### config.mk
export PLATFORM = sky130hd
export DESIGN_NAME = decoder_feed_ctrl
export DESIGN_NICKNAME = d
export VERILOG_FILES = /design/src/rtl/dec_ctrl_pkg.sv /design/src/rtl/cw_fifo.sv /design/src/rtl/decoder_feed_ctrl.sv
export SDC_FILE = /design/constraint.sdc
export NUM_CORES = 1
export LEC_CHECK = 0
export BUFFER_PORTS_ARGS = -buffer_cell sky130_fd_sc_hd__buf_2
export CAP_MARGIN = 20
export CORE_MARGIN = 4
export CORE_UTILIZATION = 50
export CTS_BUF_LIST = sky130_fd_sc_hd__clkbuf_8
export CTS_CLUSTER_DIAMETER = 50
export DETAILED_ROUTE_END_ITERATION = 6
export PLACE_DENSITY_LB_ADDON = 0.05
export SETUP_SLACK_MARGIN = 0.15
export SLEW_MARGIN = 0
export SYNTH_ARGS = -nofsm -noshare
export SYNTH_HDL_FRONTEND = slang
export SYNTH_SLANG_ARGS = --single-unit
### constraint.sdc
create_clock -name clk -period 3 [get_ports clk]
set_input_delay 0.45 -clock clk [delete_from_list [all_inputs] [get_ports clk]]
set_output_delay 0.45 -clock clk [all_outputs]
set_load 0.03 [all_outputs]
### src/rtl/dec_ctrl_pkg.sv
// -----------------------------------------------------------------------------
// dec_ctrl_pkg
// Shared constants and types for the serial (7,4) decoder feed controller:
// code geometry, queue depths, the all-zero filler codeword, tag encodings
// and the sequencer state type.
// -----------------------------------------------------------------------------
package dec_ctrl_pkg;

  localparam int N          = 7;  // codeword length, bits serialized per word
  localparam int K          = 4;  // decoded message bits per word
  localparam int FIFO_DEPTH = 4;  // input codeword FIFO entries (power of 2)
  localparam int TAG_DEPTH  = 4;  // words in flight inside the decoder (power of 2)

  localparam logic [N-1:0] FILL_CW = 7'b0;

  // Tag carried alongside each word through the decoder.
  localparam logic TAG_USER = 1'b1;
  localparam logic TAG_FILL = 1'b0;

  typedef enum logic [1:0] {
    RESET_HOLD,
    LOAD,
    SHIFT
  } state_t;

endpackage

### src/rtl/cw_fifo.sv
// -----------------------------------------------------------------------------
// cw_fifo
// Synchronous show-ahead FIFO for upstream codewords.
//   clk, rst  : clock, asynchronous active-high reset
//   wr_en     : write request (honoured when not full, or when full and a
//               read happens in the same cycle)
//   wr_data   : word to store
//   rd_en     : read request (ignored when empty; no write-to-read bypass)
//   rd_data   : current head entry, valid whenever empty is low
//   count     : number of stored entries
//   full      : count == DEPTH
//   empty     : count == 0
// -----------------------------------------------------------------------------
module cw_fifo #(
  parameter int WIDTH = 7,
  parameter int DEPTH = 4
) (
  input  logic                     clk,
  input  logic                     rst,
  input  logic                     wr_en,
  input  logic [WIDTH-1:0]         wr_data,
  input  logic                     rd_en,
  output logic [WIDTH-1:0]         rd_data,
  output logic [$clog2(DEPTH):0]   count,
  output logic                     full,
  output logic                     empty
);

  localparam int PW = $clog2(DEPTH);
  localparam logic [PW:0] FULL_CNT = (PW+1)'(DEPTH);

  logic [WIDTH-1:0] mem [DEPTH];
  logic [PW-1:0]    wr_ptr;
  logic [PW-1:0]    rd_ptr;
  logic             do_wr;
  logic             do_rd;

  assign empty   = (count == '0);
  assign full    = (count == FULL_CNT);
  assign do_rd   = rd_en & ~empty;
  assign do_wr   = wr_en & (~full | do_rd);
  assign rd_data = mem[rd_ptr];

  // NOTE: storage is deliberately left out of reset; count and pointers alone
  // define which entries are valid, and an unreset array maps onto plain RAM.
  always_ff @(posedge clk) begin
    if (do_wr) mem[wr_ptr] <= wr_data;
  end

  // NOTE: sequential state uses non-blocking assignments so every register
  // samples pre-edge values regardless of statement order.
  always_ff @(posedge clk or posedge rst) begin
    if (rst) begin
      wr_ptr <= '0;
      rd_ptr <= '0;
      count  <= '0;
    end else begin
      // Pointers are PW bits wide, so they wrap modulo DEPTH on their own.
      if (do_wr) wr_ptr <= wr_ptr + 1'b1;
      if (do_rd) rd_ptr <= rd_ptr + 1'b1;
      case ({do_wr, do_rd})
        2'b10:   count <= count + 1'b1;
        2'b01:   count <= count - 1'b1;
        default: count <= count;
      endcase
    end
  end

endmodule

### src/rtl/decoder_feed_ctrl.sv
// -----------------------------------------------------------------------------
// decoder_feed_ctrl
// Sequencer feeding a serial (7,4) block decoder. Codewords are queued in a
// FIFO, serialized LSB-first as the decoder pulls bits (dec_in_flag), and
// all-zero filler words keep the stream continuous when the FIFO runs dry.
// Each word start pushes a USER/FILL tag; the tag is popped when the decoder
// has returned K bits, and only USER words produce an out_valid pulse.
//   clk, rst     : clock, asynchronous active-high reset
//   cw_valid/cw_data/cw_ready : upstream codeword handshake
//   dec_rst_n    : decoder reset, released one clock after rst falls
//   dec_data_in  : serial bit to decoder, dec_in_flag consumes it
//   dec_data_out/dec_out_flag : decoded serial bits from decoder
//   out_valid/out_data : one-cycle pulse with an assembled K-bit user word
//   busy         : FIFO holds words or a user word is still in flight
//   tag_ovf      : sticky, a word started while the tag queue was full
// -----------------------------------------------------------------------------
module decoder_feed_ctrl
  import dec_ctrl_pkg::*;
(
  input  logic         clk,
  input  logic         rst,
  input  logic         cw_valid,
  input  logic [N-1:0] cw_data,
  output logic         cw_ready,
  output logic         dec_rst_n,
  output logic         dec_data_in,
  input  logic         dec_in_flag,
  input  logic         dec_data_out,
  input  logic         dec_out_flag,
  output logic         out_valid,
  output logic [K-1:0] out_data,
  output logic         busy,
  output logic         tag_ovf
);

  localparam int BW = $clog2(N);
  localparam int RW = $clog2(K);
  localparam int TW = $clog2(TAG_DEPTH);
  localparam logic [BW-1:0] LAST_BIT = BW'(N-1);
  localparam logic [RW-1:0] LAST_RCV = RW'(K-1);
  localparam logic [TW:0]   TAG_FULL = (TW+1)'(TAG_DEPTH);

  state_t state, state_nxt;

  logic [N-1:0]  shreg;
  logic [BW-1:0] bit_cnt;
  logic          word_start;
  logic          start_tag;

  logic                          fifo_wr;
  logic                          fifo_full;
  logic                          fifo_empty;
  logic [N-1:0]                  fifo_rd_data;
  logic [$clog2(FIFO_DEPTH):0]   fifo_count;

  logic          tq_mem [TAG_DEPTH];
  logic [TW-1:0] tq_wr_ptr;
  logic [TW-1:0] tq_rd_ptr;
  logic [TW:0]   tq_count;
  logic [TW:0]   user_cnt;
  logic          tq_push;
  logic          tq_pop;
  logic          pop_tag;
  logic          word_done;
  logic          user_in;
  logic          user_out;

  logic [K-1:0]  asm_reg;
  logic [K-1:0]  asm_nxt;
  logic [RW-1:0] rcv_cnt;

  // ---------------------------------------------------------------- input side
  assign cw_ready = ~rst & ~fifo_full;
  assign fifo_wr  = cw_valid & cw_ready;

  // A word starts in LOAD, or on the consuming edge of the last bit so that
  // consecutive words leave no bubble on dec_data_in.
  assign word_start = (state == LOAD) |
                      ((state == SHIFT) & dec_in_flag & (bit_cnt == LAST_BIT));
  assign start_tag  = fifo_empty ? TAG_FILL : TAG_USER;

  cw_fifo #(
    .WIDTH (N),
    .DEPTH (FIFO_DEPTH)
  ) u_cw_fifo (
    .clk     (clk),
    .rst     (rst),
    .wr_en   (fifo_wr),
    .wr_data (cw_data),
    .rd_en   (word_start),
    .rd_data (fifo_rd_data),
    .count   (fifo_count),
    .full    (fifo_full),
    .empty   (fifo_empty)
  );

  always_ff @(posedge clk or posedge rst) begin
    if (rst) dec_rst_n <= 1'b0;
    else     dec_rst_n <= 1'b1;
  end

  always_ff @(posedge clk or posedge rst) begin
    if (rst) state <= RESET_HOLD;
    else     state <= state_nxt;
  end

  always_comb begin
    // NOTE: default first so every path assigns state_nxt and no latch forms.
    state_nxt = state;
    case (state)
      RESET_HOLD: state_nxt = LOAD;
      LOAD:       state_nxt = SHIFT;
      SHIFT:      state_nxt = SHIFT;
      default:    state_nxt = RESET_HOLD;
    endcase
  end

  always_ff @(posedge clk or posedge rst) begin
    if (rst) begin
      shreg   <= '0;
      bit_cnt <= '0;
    end else if (word_start) begin
      shreg   <= fifo_empty ? FILL_CW : fifo_rd_data;
      bit_cnt <= '0;
    end else if ((state == SHIFT) && dec_in_flag) begin
      shreg   <= shreg >> 1;
      bit_cnt <= bit_cnt + 1'b1;
    end
  end

  assign dec_data_in = (state == SHIFT) & shreg[0];

  // ----------------------------------------------------------------- tag queue
  assign word_done = dec_out_flag & (rcv_cnt == LAST_RCV);
  assign tq_pop    = word_done & (tq_count != '0);
  // A pop in the same cycle frees the slot the push needs.
  assign tq_push   = word_start & ((tq_count != TAG_FULL) | tq_pop);
  assign pop_tag   = tq_pop ? tq_mem[tq_rd_ptr] : TAG_FILL;
  assign user_in   = tq_push & (start_tag == TAG_USER);
  assign user_out  = tq_pop & (pop_tag == TAG_USER);

  always_ff @(posedge clk) begin
    if (tq_push) tq_mem[tq_wr_ptr] <= start_tag;
  end

  always_ff @(posedge clk or posedge rst) begin
    if (rst) begin
      tq_wr_ptr <= '0;
      tq_rd_ptr <= '0;
      tq_count  <= '0;
      user_cnt  <= '0;
      tag_ovf   <= 1'b0;
    end else begin
      if (tq_push) tq_wr_ptr <= tq_wr_ptr + 1'b1;
      if (tq_pop)  tq_rd_ptr <= tq_rd_ptr + 1'b1;
      case ({tq_push, tq_pop})
        2'b10:   tq_count <= tq_count + 1'b1;
        2'b01:   tq_count <= tq_count - 1'b1;
        default: tq_count <= tq_count;
      endcase
      user_cnt <= user_cnt + {{TW{1'b0}}, user_in} - {{TW{1'b0}}, user_out};
      if (word_start && !tq_push) tag_ovf <= 1'b1;
    end
  end

  assign busy = (fifo_count != '0) | (user_cnt != '0);

  // --------------------------------------------------------------- output side
  // First received decoded bit ends up in bit 0.
  assign asm_nxt = {dec_data_out, asm_reg[K-1:1]};

  always_ff @(posedge clk or posedge rst) begin
    if (rst) begin
      asm_reg   <= '0;
      rcv_cnt   <= '0;
      out_valid <= 1'b0;
      out_data  <= '0;
    end else begin
      out_valid <= 1'b0;
      if (dec_out_flag) begin
        asm_reg <= asm_nxt;
        rcv_cnt <= word_done ? '0 : rcv_cnt + 1'b1;
        if (word_done && (pop_tag == TAG_USER)) begin
          out_valid <= 1'b1;
          out_data  <= asm_nxt;
        end
      end
    end
  end

endmodule

==> results of run 1 <==
==> cell usage after synthesis (2+ instances only) <==
| library cell | number |
|---|---|
| and2_1 | 13 |
| o2bb2ai_1 | 2 |
| dfrtp_1 | 41 |
| nand2_1 | 9 |
| a21oi_1 | 5 |
| edfxtp_1 | 32 |
| or3_1 | 2 |
| clkbuf_1 | 2 |
| inv_1 | 24 |
| a41oi_1 | 2 |
| mux4_2 | 8 |
| nand3_1 | 2 |
| ha_1 | 18 |
| nor2_1 | 5 |
| xnor2_1 | 8 |
| xor2_1 | 7 |
| buf_2 | 3 |
| mux2_2 | 11 |
| a221o_1 | 3 |
| fa_1 | 3 |
| a21boi_0 | 2 |
==> logic make-up (layout without fill, tap and decap cells) <==
kind of cell             count (synthesis)  count (layout)  synth area share [%]
flip-flops                              73              73                 61.15
AND/OR/NAND/NOR                         37              37                 6.430
multiplexers                            20              20                 9.665
buffers and inverters                   30              64                 3.812
AO/OA/AOI/OAI                           22              22                 6.007
other                                    1               1                0.1154
XOR/XNOR                                15              15                 4.043
adder cells (fa/ha/maj)                 21              21                 8.780
==> metal layers <==
layer / wire, um / part of all wire [%] / track usage, %
met1: 2325 / 44 / 19.62
met2: 2591 / 49 / 24.61
met3: 240 / 4.6 / 4.842
met4: 100 / 1.9 / 8.104
met5: 0 / 0 / 0
==> metrics by stage <==
| step | area (sq um) | cells |
|---|---|---|
| final | 3643 | 330 |
| after global routing | 3643 | 330 |
| after CTS | 3643 | 330 |
| after detailed placement | 3437 | 314 |
| after global placement | 3437 | 314 |
| after floorplan | 3249 | 219 |
==> cell type report <==
cell class / instances / area (sq um)
clock buffers: 9 / 123.9
clock inverters: 7 / 82.58
fillers: 514 / 2670
inverters: 24 / 90.09
multi-input cells: 116 / 1139
flip-flops and latches: 73 / 1987
well taps: 77 / 96.34
repair buffers: 24 / 125.1
==> final timing paths <==
path / from / to / slack (ns)
max in group asynchronous: rst / shreg[6] / 2.07
setup / recovery: state[0] / user_cnt[2] / 0.36
setup reg to reg: state[0] / user_cnt[2] / 0.36
hold reg to reg: tag_ovf / tag_ovf / 0.50
min in group clk: cw_data[4] / u_cw_fifo.mem[0][4] / 0.32
hold / removal: rst / rcv_cnt[0] / 0.16
==> power by group <==
part           internal [mW]  switching (mW)  total (mW)
sequential              1.33           0.229        1.56
combinational          0.471           0.501       0.973
clock                  0.398           0.397       0.796
total                   2.20            1.13        3.32
==> flow_metrics.env, run 1 <==
export IMPL_area_growth_syn_to_layout_pct=12.13
export IMPL_final_core_util_pct=57.71
export IMPL_cpLargestDelayFamily="adder cells"
export IMPL_most_common_cell_after_layout_fill_and_taps_aside="dfrtp_1"
export IMPL_grt_first_pass_wirelength_um=8990
export IMPL_synth_ff_latch_count=73
export IMPL_worst_path_stages=11
export IMPL_drt_wirelength_per_cell_um=15.93
export IMPL_synth_area_sq_um=3249
export IMPL_drt_total_wl_um=5257
export IMPL_clockBufferDepth=2
export IMPL_critPathSlowestCell="dfrtp_1"
export IMPL_cts_root_buffer_cell="clkbuf_8"
export IMPL_drt_iter0_drc=76
export IMPL_cts_sinks=73
export IMPL_syn_area_per_cell_sq_um=14.84
export IMPL_path_cells="inv_1 -> ha_1 -> a41oi_2 -> nor2b_4 -> nand2_1 -> ha_1 -> inv_1 -> ha_1 -> fa_1 -> xnor2_1 -> xnor2_1"
export IMPL_synth_cells=219
export IMPL_pwr_density_cell_nw_per_um2=912.5
export IMPL_setup_repair_after_global_routing_missed_its_margin="no"
export IMPL_max_slew_worst_pin_slew_ns=0.5373
export IMPL_biggestRegsByFlops="u_cw_fifo.mem (28), shreg (7)"
export IMPL_power_leakage_nw=1.556
export IMPL_floorplan_die_height_um=88.62
export IMPL_hpwlAfterDp_um=3804
export IMPL_final_max_slew_viol_count=0
export IMPL_post_cts_resized=0
export IMPL_cts_buffers_inserted=9
export IMPL_netlist_area_leader_share_pct=31.57
export IMPL_maximum_ir_drop_on_the_vdd_rail_uv=442.9
export IMPL_outcome="finished clean"
export IMPL_finalCriticalPeriod_ns=2.645
export IMPL_critPathBufInv=2
export IMPL_postRouteAntennaNets=0
export IMPL_fin_total_pwr_mw=3.325
export IMPL_port_buffers=22
export IMPL_synth_top_area_cell="dfrtp_1"
export IMPL_setup_worst_path_end_class="flip-flop"
export IMPL_antenna_found_initial=0
export IMPL_clkSlewWorstSetupHoldPaths_ns=0.09
export IMPL_tritoncts_clock_tree="yes"
export IMPL_synthDistinctLibCells=38
export IMPL_worst_endpoint_required_ns=3.27
export IMPL_post_route_drc_count=0
export IMPL_drive_gt1_share_pct=25.30
export IMPL_grt_max_degree=29
export IMPL_hp_class="in -> async"
export IMPL_timing_critical_path_from_type="flip-flop"
export IMPL_critical_path_peak_fanout=9
export IMPL_io_pins=23
export IMPL_floorplan_core_area_sq_um=6314
export IMPL_max_cap_viols=0
export IMPL_share_of_synthesized_flip_flops_with_an_asynchronous_set_or_reset_pct=56.16
export IMPL_hold_worst_slack_ns=0.1618
export IMPL_post_cts_hold_buffer_count=0
export IMPL_critical_path_class="reg -> reg"
export IMPL_yosysWarningCount=0
export IMPL_clock_skew_ns=0.01288
export IMPL_setup_violations_final=0
export IMPL_fmaxAchievable_mhz=378.1
export IMPL_top_register="u_cw_fifo.mem"
export IMPL_design_die_area_sq_um=7853
export IMPL_drtPass1Iterations=6
export IMPL_clk_insertion_delay_late_ns=0.35
export IMPL_initial_standard_cell_utilization_of_the_core_pct=51.47
export IMPL_count_of_h_tree_levels_built_during_cts=3
export IMPL_worst_endpoint_arrival_ns=2.92
export IMPL_nNetsFinal=282
export IMPL_cts_setup_buffers=0
export IMPL_finalWeightedCongestion=0.8164
export IMPL_ff2ff_path_depth=11
export IMPL_peak_per_stage_delay_on_the_critical_path_ns=0.39
export IMPL_final_hold_vio_count=0
export IMPL_grtUsageTotal_pct=15.67
export IMPL_detail_route_vias_per_cell=5.288
export IMPL_mostFrequentLayoutCells="dfrtp_1, edfxtp_1, inv_1, buf_2, ha_1"
export IMPL_pre_cts_slack_ns=0.3549
export IMPL_final_setup_worst_slack_ns=0.3554
export IMPL_synth_fp_nets=253
export IMPL_ys_top_cells_by_area="dfrtp_1, edfxtp_1, ha_1"
export IMPL_first_global_vias=1888
export IMPL_synthFlopType="dfrtp_1"
export IMPL_critPathMostFrequentCell="ha_1"
export IMPL_sum_of_overflow_across_all_layers_after_global_routing=0
export IMPL_floorplan_rows=29
export IMPL_antennaDiodeCount=0
export IMPL_period_share_pct=88.15
export IMPL_largest_register_ff_count=28
export IMPL_max_slew_headroom_pct=64.14
export IMPL_die_x_um=88.62
export IMPL_number_of_enable_flip_flop_cells_after_synthesis=32
export IMPL_fin_tns_setup_ns=0
export IMPL_vias=1745
export IMPL_synth_sequential_area_ratio_pct=61.15
No activity file was read; power rests on OpenSTA's default activity.
==> inputs of run 2 (changes only) <==
CORE_MARGIN = 1.5   (was 4)
PLACE_DENSITY = 0.68   (was default)
PLACE_DENSITY_LB_ADDON = default   (was 0.05)
==> run 2 against run 1 <==
  * Fmax rose by 1.3%
  * Core utilization fell by 0.14 points
  * Clock power shrank 7.5%
  * Sequential power about the same
  * Sequential share of layout area increased by 0.13 points
  * Power down 2.6%
  * Worst setup slack gained 0.033 ns
  * Combinational power shrank 2.9%
  * First-iteration DRC count fell by 9.2%
  * Final area is 0.24% lower
  * Hold slack better by 0.050 ns
  * Via count fell by 1.7%
==> flow_metrics.env, run 2 (synthesized netlist as in run 1, its figures left out) <==
export IMPL_grt_max_degree=19
export IMPL_top_register="u_cw_fifo.mem"
export IMPL_regArea_sq_um=1987
export IMPL_vias=1715
export IMPL_cts_setup_buffers=0
export IMPL_setup_violations_final=0
export IMPL_most_common_cell_after_layout_fill_and_taps_aside="dfrtp_1"
export IMPL_final_setup_worst_slack_ns=0.3887
export IMPL_clock_skew_ns=0.007438
export IMPL_critical_path_class="reg -> reg"
export IMPL_fmaxAchievable_mhz=383.0
export IMPL_drive_gt1_share_pct=24.41
export IMPL_outcome="finished clean"
export IMPL_finalCriticalPeriod_ns=2.611
export IMPL_power_report_internal_total_mw=2.195
export IMPL_clockBufferDepth=2
export IMPL_grt_first_pass_wirelength_um=8335
export IMPL_pwr_density_cell_nw_per_um2=891.4
export IMPL_pwr_share_comb_pct=29.2
export IMPL_antennaDiodeCount=0
export IMPL_floorplan_rows=29
export IMPL_clock_power_share_pct=22.7
export IMPL_hpwlAfterDp_um=3457
export IMPL_first_global_vias=1692
export IMPL_drtPass1Iterations=7
export IMPL_area_growth_syn_to_layout_pct=11.86
export IMPL_power_net_switching_mw=1.045
export IMPL_floorplan_die_height_um=83.62
export IMPL_biggestRegsByFlops="u_cw_fifo.mem (28), shreg (7)"
export IMPL_hp_class="in -> async"
export IMPL_max_cap_viols=0
export IMPL_max_slew_worst_pin_slew_ns=0.6281
export IMPL_port_buffers=22
export IMPL_period_share_pct=87.04
export IMPL_initial_standard_cell_utilization_of_the_core_pct=51.47
export IMPL_cts_buffers_inserted=9
export IMPL_setup_worst_path_end_class="flip-flop"
export IMPL_largest_register_ff_count=28
export IMPL_cts_root_buffer_cell="clkbuf_8"
export IMPL_max_slew_headroom_pct=58.08
export IMPL_multi_input_comb_area_sq_um=1139
export IMPL_drt_iter0_drc=69
export IMPL_reg2reg_setup_slack_ns=0.39
export IMPL_postRouteAntennaNets=0
export IMPL_sequentialPowerShare_pct=48.1
export IMPL_tritoncts_clock_tree="yes"
export IMPL_post_route_drc_count=0
export IMPL_count_of_h_tree_levels_built_during_cts=3
export IMPL_maximum_ir_drop_on_the_vdd_rail_uv=439.8
export IMPL_antenna_found_initial=0
export IMPL_power_switching_fraction_pct=32.24
export IMPL_drt_wirelength_per_cell_um=14.91
export IMPL_clk_insertion_delay_late_ns=0.34
export IMPL_drt_total_wl_um=4935
export IMPL_sum_of_overflow_across_all_layers_after_global_routing=0
export IMPL_finalWeightedCongestion=0.7678
export IMPL_post_cts_hold_buffer_count=0
export IMPL_mostFrequentLayoutCells="dfrtp_1, edfxtp_1, inv_1, buf_2, ha_1"
export IMPL_critical_path_peak_fanout=9
export IMPL_final_max_slew_viol_count=0
export IMPL_power_leakage_nw=1.572
export IMPL_detail_route_vias_per_cell=5.181
export IMPL_final_hold_vio_count=0
export IMPL_regToRegStartpoint="state[0]"
export IMPL_worst_endpoint_arrival_ns=2.87
export IMPL_post_cts_resized=0
export IMPL_nNetsFinal=283
export IMPL_floorplan_core_area_sq_um=6314
export IMPL_setup_repair_after_global_routing_missed_its_margin="no"
export IMPL_die_x_um=83.62
export IMPL_io_pins=23
export IMPL_timing_critical_path_from_type="flip-flop"
export IMPL_endpoint_of_the_most_critical_register_to_register_path="user_cnt[2]"
export IMPL_fin_tns_setup_ns=0
export IMPL_pre_cts_slack_ns=0.3839
export IMPL_worstSetupStartpoint="state[0]"
export IMPL_fillCellCount=516
export IMPL_worst_endpoint_required_ns=3.26
export IMPL_cts_sinks=73
export IMPL_clkSlewWorstSetupHoldPaths_ns=0.07
export IMPL_crit_path_end="user_cnt[2]"
export IMPL_design_die_area_sq_um=6991
export IMPL_grtUsageTotal_pct=15.79
export IMPL_ff2ff_path_depth=11
[run 2: worst min path at each step]
stage                             from                  end  slack (ns)
after floorplan           tq_rd_ptr[1]         tq_rd_ptr[1]        0.45
after global placement         tag_ovf              tag_ovf        0.47
after detailed placement       tag_ovf              tag_ovf        0.46
after CTS                          rst  u_cw_fifo.wr_ptr[0]        0.21
after global routing               rst  u_cw_fifo.wr_ptr[0]        0.25
final                              rst  u_cw_fifo.rd_ptr[1]        0.21
[run 2: cell type report]
type | instances | share of cell area [%]
Sequential cell | 73 | 54.66
Multi-Input combinational cell | 116 | 31.33
Clock buffer | 10 | 3.787
Timing Repair Buffer | 25 | 3.649
Tap cell | 77 | 2.651
Inverter | 24 | 2.478
Clock inverter | 6 | 1.446
[run 2: stage by stage]
stage / util [%] / hold slack (ns) / cell area [sq um] / total power [mW] / std cells
4_1_cts: 57.57 / 0.2120 / 3635 / 3.282 / 331
5_1_grt: 57.57 / 0.2493 / 3635 / 3.470 / 331
3_3_place_gp: 54.56 / 0.4693 / 3445 / 2.503 / 315
6_report: 57.57 / 0.2117 / 3635 / 3.240 / 331
2_1_floorplan: - / 0.4528 / 3249 / 2.297 / 219
3_5_place_dp: 54.56 / 0.4621 / 3445 / 2.536 / 315
[run 2: metal layers]
layer	vias up	share of wire, %	track usage [%]
met4	0	2.3	8.495
met5	-	0	0
met3	8	4.1	3.858
met1	846	49	23.01
met2	33	44	21.85
li1	828	-	-
[run 2: worst max-delay path: stages (launching register included)]
cell	delay, ns
dfrtp_1	0.38
inv_1	0.08
ha_1	0.31
a41oi_2	0.21
nor2b_4	0.27
nand2_1	0.08
ha_1	0.28
inv_1	0.04
ha_1	0.19
fa_1	0.38
xnor2_1	0.18
xnor2_1	0.13
[run 2: power groups by stage]
stage               Sequential, mW  Combinational, mW  Clock (mW)
finish                        1.56              0.945       0.736
global route                  1.60               1.07       0.806
CTS                           1.56              0.963       0.756
detailed placement            1.58              0.954           0
global placement              1.57              0.933           0
floorplan                     1.55              0.743           0
==> inputs of run 3 (changes only) <==
CAP_MARGIN = 15   (was 20)
SYNTH_HIERARCHICAL = 1   (was default)
==> run 3 against run 2 <==
  * The run now ends with DRC left
  * Critical path type unchanged
  * Die area rose by 3.6%
  * Combinational power increased by 8%
  * Core utilization up 1.5 points
  * Critical endpoint is now u_cw_fifo/count[2]
  * Final area up 4.3%
  * Via count grew 9.9%
  * Sequential power hardly changed
  * Critical path depth down 2
  * Count of clock-buffer cells in the layout decreased by 1
==> flow_metrics.env, run 3 <==
export IMPL_post_route_drc_count=1
export IMPL_grtUsageTotal_pct=16.90
export IMPL_multi_input_comb_area_sq_um=1224
export IMPL_pwr_density_cell_nw_per_um2=901.0
export IMPL_drtPass1Iterations=6
export IMPL_cts_root_buffer_cell="clkbuf_8"
export IMPL_max_cap_viols=0
export IMPL_design_die_area_sq_um=7245
export IMPL_fillCellCount=537
export IMPL_synth_fp_nets=280
export IMPL_drt_total_wl_um=5143
export IMPL_clock_skew_ns=0.009596
export IMPL_synth_simple_gate_area_share_pct=8.646
export IMPL_mostFrequentLayoutCells="dfrtp_1, edfxtp_1, inv_1, buf_2, ha_1"
export IMPL_finalCriticalPeriod_ns=2.554
export IMPL_maximum_ir_drop_on_the_vdd_rail_uv=452.0
export IMPL_floorplan_rows=29
export IMPL_synth_area_sq_um=3372
export IMPL_post_cts_hold_buffer_count=0
export IMPL_critical_path_class="reg -> reg"
export IMPL_tritoncts_clock_tree="yes"
export IMPL_cts_sinks=73
export IMPL_area_growth_syn_to_layout_pct=12.43
export IMPL_synthDistinctLibCells=48
export IMPL_drt_iter0_drc=39
export IMPL_most_common_cell_after_layout_fill_and_taps_aside="dfrtp_1"
export IMPL_syn_area_per_cell_sq_um=13.60
export IMPL_first_global_vias=2039
export IMPL_antennaDiodeCount=0
export IMPL_timing_critical_path_from_type="flip-flop"
export IMPL_share_of_synthesized_flip_flops_with_an_asynchronous_set_or_reset_pct=56.16
export IMPL_fin_tns_setup_ns=0
export IMPL_fin_total_pwr_mw=3.416
export IMPL_cpLargestDelayFamily="simple AND/OR/NAND/NOR gates"
export IMPL_power_leakage_nw=1.658
export IMPL_critPathBufInv=1
export IMPL_fmaxAchievable_mhz=391.5
export IMPL_synth_mux_area_fraction_pct=8.794
export IMPL_final_area_sq_um=3791
export IMPL_peak_per_stage_delay_on_the_critical_path_ns=0.46
export IMPL_post_synth_fa_ha_maj_area_fraction_pct=7.718
export IMPL_setup_worst_path_end_class="flip-flop"
export IMPL_netlist_area_leader_share_pct=30.43
export IMPL_synth_cells=248
export IMPL_antenna_found_initial=0
export IMPL_grt_max_degree=35
export IMPL_vias=1885
export IMPL_cts_setup_buffers=0
export IMPL_synth_cells_most_frequent="dfrtp_1, edfxtp_1, inv_1"
export IMPL_setup_violations_final=0
export IMPL_count_of_h_tree_levels_built_during_cts=3
export IMPL_worstSetupStartpoint="u_cw_fifo/count[0]"
export IMPL_drive_gt1_share_pct=26.15
export IMPL_sum_of_overflow_across_all_layers_after_global_routing=0
export IMPL_critical_path_peak_fanout=10
export IMPL_ys_top_cells_by_area="dfrtp_1, edfxtp_1, ha_1"
export IMPL_hpwlAfterDp_um=3660
export IMPL_clkSlewWorstSetupHoldPaths_ns=0.08
export IMPL_die_x_um=85.12
export IMPL_io_pins=23
export IMPL_outcome="complete, but fails checks"
export IMPL_synth_compound_area_share_pct=7.644
export IMPL_floorplan_core_area_sq_um=6422
export IMPL_synthMostInstantiatedCell="dfrtp_1"
export IMPL_postRouteAntennaNets=0
export IMPL_violated_checks="DRC"
export IMPL_setup_repair_after_global_routing_missed_its_margin="no"
export IMPL_drt_wirelength_per_cell_um=14.29
export IMPL_regToRegStartpoint="u_cw_fifo/count[0]"
export IMPL_largest_family_of_logic_cells_by_synthesized_area="multiplexers"
export IMPL_clk_insertion_delay_late_ns=0.34
export IMPL_yosysWarningCount=6
export IMPL_number_of_enable_flip_flop_cells_after_synthesis=32
export IMPL_grt_first_pass_wirelength_um=9377
export IMPL_final_core_util_pct=59.03
export IMPL_synth_sequential_area_ratio_pct=58.92
export IMPL_dpl_cell_area_sq_um=3567
export IMPL_largest_register_ff_count=28
export IMPL_period_share_pct=85.15
export IMPL_clockBufferDepth=2
export IMPL_post_synth_xor_area_fraction_pct=3.377
export IMPL_finalWeightedCongestion=0.7288
export IMPL_path_cells="or3b_1 -> inv_1 -> nor2_1 -> and2_1 -> or2_2 -> fa_1 -> nand2b_1 -> o221ai_1 -> nand3_1"
export IMPL_detail_route_vias_per_cell=5.236
export IMPL_max_slew_headroom_pct=58.36
export IMPL_post_cts_resized=0
export IMPL_max_slew_worst_pin_slew_ns=0.6246
export IMPL_final_max_slew_viol_count=0
export IMPL_regArea_sq_um=1987
export IMPL_final_hold_vio_count=0
export IMPL_synth_top_area_cell="dfrtp_1"
export IMPL_worst_endpoint_required_ns=3.22
export IMPL_floorplan_die_height_um=85.12
export IMPL_cts_buffers_inserted=9
export IMPL_port_buffers=22
export IMPL_hold_worst_slack_ns=0.04375
export IMPL_worst_endpoint_arrival_ns=2.77
export IMPL_biggestRegsByFlops="u_cw_fifo/mem (28), shreg (7)"
export IMPL_synth_ff_latch_count=73
export IMPL_top_register="u_cw_fifo/mem"
export IMPL_initial_standard_cell_utilization_of_the_core_pct=52.50
export IMPL_critPathSlowestCell="dfrtp_1"
export IMPL_synthFlopType="dfrtp_1"
export IMPL_hp_class="in -> async"
export IMPL_nNetsFinal=310
## run 3: changes by cell type after synthesis, moves of 3 or more
cell	delta
o221ai_1	+3
xor2_1	-4
and2_1	-6
a221o_1	-3
a222oi_1	+6
and2_2	+4
o21ai_0	+4
nor2_1	+6
nand2_1	+5
inv_1	+6
## run 3: layout make-up
cell class,instances,share of cell area (%)
Sequential cell,73,52.41
Clock buffer,9,3.267
Tap cell,77,2.541
Inverter,30,2.970
Timing Repair Buffer,27,3.894
Multi-Input combinational cell,137,32.28
Clock inverter,7,2.640
## run 3: logic make-up after synthesis
family                     Yosys count
adders and majority gates           19
AOI/OAI and AO/OA                   30
other                                1
DFF                                 73
and+or+nand+nor                     56
muxes                               18
buffers and inverters               38
xor gates and xnor gates            13
## run 3: report_power, final
group	internal, mW	leakage (nW)	switching [mW]
clock network	0.475	0.114	0.367
registers	1.31	0.799	0.246
logic	0.485	0.745	0.530
## run 3: per-stage QoR
step	setup slack (ns)	instances
3_5_place_dp	0.4627	344
4_1_cts	0.4444	360
2_1_floorplan	0.4484	248
5_1_grt	0.2870	360
3_3_place_gp	0.5149	344
6_report	0.4456	360
## run 3: layer usage
metal / up-vias / GRT usage, % / wire length [um]
met2: 31 / 27.34 / 2544
met5: - / 0 / 0
met4: 0 / 7.154 / 41
li1: 929 / - / -
met1: 920 / 21.27 / 2329
met3: 5 / 5.058 / 227
## run 3: final timing paths
path	to	slack (ns)	cells past startpoint
worst max register to register	u_cw_fifo/count[2]	0.45	9
worst max-delay path	u_cw_fifo/count[2]	0.45	9
worst min-delay path	u_cw_fifo/wr_ptr[0]	0.04	2
min in group clk	u_cw_fifo/mem[2][3]	0.31	1
max in group asynchronous	out_data[2]	2.47	3
worst min register to register	tag_ovf	0.49	1
